$ cat config.mk
export PLATFORM = sky130hd
export DESIGN_NAME = fetch_stage_ctrl
export DESIGN_NICKNAME = d
export VERILOG_FILES = /design/src/rtl/fetch_stage_ctrl.sv
export SDC_FILE = /design/constraint.sdc
export NUM_CORES = 1
export LEC_CHECK = 0
export ABC_AREA = 1
export BUFFER_PORTS_ARGS = -buffer_cell sky130_fd_sc_hd__buf_2
export CAP_MARGIN = 15
export CORE_UTILIZATION = 40
export CTS_CLUSTER_SIZE = 14
export DETAILED_ROUTE_END_ITERATION = 12
export PLACE_DENSITY = 0.64
export SLEW_MARGIN = 15
export SYNTH_ARGS = -nofsm -noshare
export SYNTH_HDL_FRONTEND = slang
export SYNTH_SLANG_ARGS = --single-unit
$ cat constraint.sdc
create_clock -name CLK -period 4.3 [get_ports CLK]
set_input_delay 1.29 -clock CLK [delete_from_list [all_inputs] [get_ports CLK]]
set_output_delay 1.29 -clock CLK [all_outputs]
set_load 0.005 [all_outputs]
$ cat src/rtl/fetch_stage_ctrl.sv
// Fetch stage controller: owns the PC and the IF/ID latch, and applies stalls, branch flushes,
// HALT drain/stop and single-step gating.
module fetch_stage_ctrl #(
  parameter int                  PC_WIDTH     = 32,
  parameter int                  INSN_WIDTH   = 32,
  parameter logic [PC_WIDTH-1:0] RESET_PC     = '0,
  parameter int                  DRAIN_CYCLES = 4,
  parameter logic [5:0]          HALT_OPCODE  = 6'b010101
) (
  input  logic                  CLK,
  input  logic                  RESET,
  input  logic                  I_PC_WRITE,
  input  logic                  I_IFID_WRITE,
  input  logic                  I_BRANCH_TAKEN,
  input  logic [PC_WIDTH-1:0]   I_BRANCH_TARGET,
  input  logic                  I_STEP_MODE,
  input  logic                  I_STEP,
  input  logic [INSN_WIDTH-1:0] I_IMEM_DATA,
  output logic [PC_WIDTH-1:0]   O_IMEM_ADDR,
  output logic [INSN_WIDTH-1:0] O_IFID_INSN,
  output logic [PC_WIDTH-1:0]   O_IFID_PC4,
  output logic                  O_IFID_VALID,
  output logic                  O_HALTED,
  output logic [31:0]           O_FETCH_COUNT
);

  localparam int CW = (DRAIN_CYCLES < 1) ? 1 : $clog2(DRAIN_CYCLES + 1);

  typedef enum logic [1:0] {RUN, DRAIN, HALTED} state_t;

  state_t                  state_reg;
  logic [PC_WIDTH-1:0]     pc_reg;
  logic [INSN_WIDTH-1:0]   insn_reg;
  logic [PC_WIDTH-1:0]     pc4_reg;
  logic                    valid_reg;
  logic                    halted_reg;
  logic [31:0]             count_reg;
  logic [CW-1:0]           drain_cnt_reg;

  logic [PC_WIDTH-1:0]     pc_plus4;
  logic                    fetch_is_halt;
  logic                    step_blocked;

  assign pc_plus4      = pc_reg + PC_WIDTH'(4);
  assign fetch_is_halt = (I_IMEM_DATA[INSN_WIDTH-1 -: 6] == HALT_OPCODE);
  assign step_blocked  = I_STEP_MODE && !I_STEP;

  always_ff @(posedge CLK) begin
    if (RESET) begin
      state_reg     <= RUN;
      pc_reg        <= RESET_PC;
      insn_reg      <= '0;
      pc4_reg       <= '0;
      valid_reg     <= 1'b0;
      halted_reg    <= 1'b0;
      count_reg     <= '0;
      drain_cnt_reg <= '0;
    end else if (I_BRANCH_TAKEN && state_reg != HALTED) begin
      // Redirect wins over stalls and step gating, and cancels any pending HALT drain.
      state_reg <= RUN;
      pc_reg    <= I_BRANCH_TARGET;
      insn_reg  <= '0;
      pc4_reg   <= '0;
      valid_reg <= 1'b0;
    end else begin
      case (state_reg)
        HALTED: begin
        end
        DRAIN: begin
          drain_cnt_reg <= drain_cnt_reg + CW'(1);
          if (drain_cnt_reg == CW'(DRAIN_CYCLES - 1)) begin
            state_reg  <= HALTED;
            halted_reg <= 1'b1;
          end
        end
        default: begin
          if (step_blocked) begin
            insn_reg  <= '0;
            pc4_reg   <= pc_plus4;
            valid_reg <= 1'b0;
          end else begin
            if (I_IFID_WRITE) begin
              insn_reg  <= I_IMEM_DATA;
              pc4_reg   <= pc_plus4;
              valid_reg <= 1'b1;
              count_reg <= count_reg + 32'd1;
            end
            // A latched HALT freezes the PC on the HALT itself and starts the drain.
            if (I_IFID_WRITE && fetch_is_halt) begin
              state_reg     <= DRAIN;
              drain_cnt_reg <= '0;
            end else if (I_PC_WRITE) begin
              pc_reg <= pc_plus4;
            end
          end
        end
      endcase
    end
  end

  assign O_IMEM_ADDR   = pc_reg;
  assign O_IFID_INSN   = insn_reg;
  assign O_IFID_PC4    = pc4_reg;
  assign O_IFID_VALID  = valid_reg;
  assign O_HALTED      = halted_reg;
  assign O_FETCH_COUNT = count_reg;

endmodule
==> reports/metrics.csv <==
metric,value,unit
run status,completed,
Synth Warn #,0,
final setup TNS,0,ns
Non-Filler Instances,1489,
Setup Viol. Count Final,0,
depth of the worst hold-timing path,1,
hold path start,O_HALTED,
complex-gate fraction of the synthesized area,0.143,
actual slew at the worst max-slew pin,1.01,ns
cells on worst reg2reg path,10,
Worst R2R Setup Slack,1.87,ns
r2r startpoint,state_reg[0],
Final Critical Period,2.93,ns
CP Launch Type,input pin,
core area,17200,um2
Sink Count,135,
Wirelength per Cell,14.2,um
routed vias,7390,
grt ovf,0,
max capacitance violation total,0,
"Cell Area, Synth",7010,um2
die width,134,um
Resized cells post-CTS,0,
vias in the first global route,6803,
endpoint type of the worst setup path,flop,
Min-Delay Endpoint,O_HALTED,
Netlist cell types,35,
Final Hold Fails,0,
Finished Cell Area,8700,um2
max-slew violation count,0,
RSZ-0062 raised after global routing,false,
Inserted Clock Buffers,17,
clk root buf,clkbuf_16,
Simple-Gate Fraction of Synth Area,0.363,
area delta synth->final,24.2,%
hold buffer count at CTS,0,
Synth Net Count,1150,
drt initial violations,493,
layout cells sized above 1,0.214,
Worst EP required,4.65,ns
drt drc,0,
Worst VDD drop,0.000317,V
die height,134,um
Clock Latency Late Sink,0.42,ns
type of the most critical hold path,reg2reg,
Boundary Pins,201,
placed insts,1458,
# H-tree levels,4,
largest net degree at the start of global routing,48,
port bufs,200,
Die ar.,18000,um2
Post-Synthesis Cells,1073,
setup bufs post-CTS,0,
xor and xnor area share after synthesis,0.0112,
"Core Util, Final",0.507,
clk buf depth,2,
PD cells,364,nW/um2
Placed Area,8110,um2
hpwl dp,15.4,mm
Post-Synth Adder-Cell Area,0.0107,
post-DR vias/cell,4.96,
"FFs w/ async S/R, synth",0,
post-synthesis mux area share,0,
global placement routability congestion,0.850,
Synth Flop Type,dfxtp_1,
FF-to-FF End,O_IFID_PC4[24],
critical setup path kind,in2reg,
worst clock skew,0.0103,ns
Global Route Usage Sum,0.238,
# diodes,0,
relative slew slack,0.325,
routed wire length,21.2,mm
Starting Density,0.408,
critical path peak fanout,38,
"Seq/Total Area, Yosys",0.386,
CTS tree,yes,
first-pass GRT wire length,34.1,mm
number of flops mapped to enable cells by yosys,0,
initial antenna violation count,0,
final net count,1329,
FP Rows,48,
Clock Pin Slew Worst Setup and Hold Paths,0.06,ns
static leakage,0.00390,uW
crit path DAT,3.27,ns
drt pass-1 iters,8,
max frequency,342,MHz
post-synthesis average cell area,6.53,um2
"FF+latch count, synth",135,
# fillers,1832,
Tcrit/Tclk final,0.681,
main combinational cell family by area after synthesis,simple AND/OR/NAND/NOR gates,
post-route ant nets,0,
-- cell usage after synthesis, drive strengths merged, types with 4 or more instances --
library cell	n	area (um2)
nand2	316	1220
nor2	167	736
dfxtp	135	2700
a21oi	106	531
inv	98	368
nand3	87	448
o21ai	54	274
buf	29	170
clkbuf	18	67.6
o211ai	15	113
nand4	8	50.1
nand3b	7	52.6
ha	6	75.1
xor2	6	52.6
a21o	4	30.0
nor3	4	20.0
o21bai	4	30.0
-- layout make-up --
type,count,area [um2],share of cell area
Multi-Input combinational cell,793,3710,0.426
Sequential cell,135,2700,0.311
Timing Repair Buffer,207,1050,0.121
Clock buffer,23,468,0.0538
Inverter,98,368,0.0423
Tap cell,225,282,0.0324
Clock inverter,8,123,0.0141
-- metrics by stage --
step	setup slack [ns]	hold WS, ns	power [uW]
3_3_place_gp	1.06	0.449	1700
3_5_place_dp	0.970	0.450	1710
5_1_grt	1.19	0.474	3290
2_1_floorplan	1.96	0.440	1570
4_1_cts	1.40	0.461	3190
6_report	1.37	0.457	3170
-- layer usage --
metal,track usage,share of wire
met1,0.303,0.45
met2,0.398,0.48
met3,0.0525,0.059
met4,0.0811,0.016
met5,0,0
-- layout by cell type, fill, tap and decap left out, types with 4 or more instances in the layout --
master,synthesis,layout
nand2_1,307,307
nand2_2,7,7
clkbuf_1,18,4
buf_2,16,200
inv_2,6,6
nor3_1,4,4
buf_4,5,7
o21bai_1,4,4
o211ai_1,15,15
nand3_1,86,86
dfxtp_1,135,135
clkbuf_16,0,17
nand4_1,8,8
nand3b_1,7,7
inv_1,92,92
xor2_1,6,6
ha_1,6,6
a21o_1,4,4
a21oi_1,106,106
nor2_4,10,10
nor2_2,7,7
nor2_1,149,149
o21ai_0,51,51
-- critical path, stage by stage --
cell     delay (ns)
buf_2          0.10
inv_1          0.09
nand2_4        0.25
nand2_1        0.17
nor2_2         0.05
nand2_1        0.11
nand2_2        0.26
inv_2          0.62
nand2_1        0.13
a21oi_1        0.18
-- worst max path at each step --
stage | startpoint | end | slack [ns]
floorplan | I_STEP | O_IMEM_ADDR[14] | 1.96
finish | I_STEP | O_IMEM_ADDR[11] | 1.37
global route | I_STEP | O_IMEM_ADDR[18] | 1.19
detailed placement | I_STEP | O_IMEM_ADDR[16] | 0.97
CTS | I_STEP | O_IMEM_ADDR[15] | 1.40
global placement | I_STEP | O_IMEM_ADDR[11] | 1.06
-- power by group --
group | internal, uW | total [uW] | switching (uW)
Sequential | 1300 | 1350 | 51.1
Clock | 937 | 1490 | 549
Combinational | 127 | 329 | 202
-- cell families after synthesis --
group	count (synthesis)
flip-flops	135
buffers and inverters	145
AND/OR/NAND/NOR	592
XOR/XNOR	9
AO/OA/AOI/OAI	186
adder cells (fa/ha/maj)	6
(Power assumes the default switching activity.)
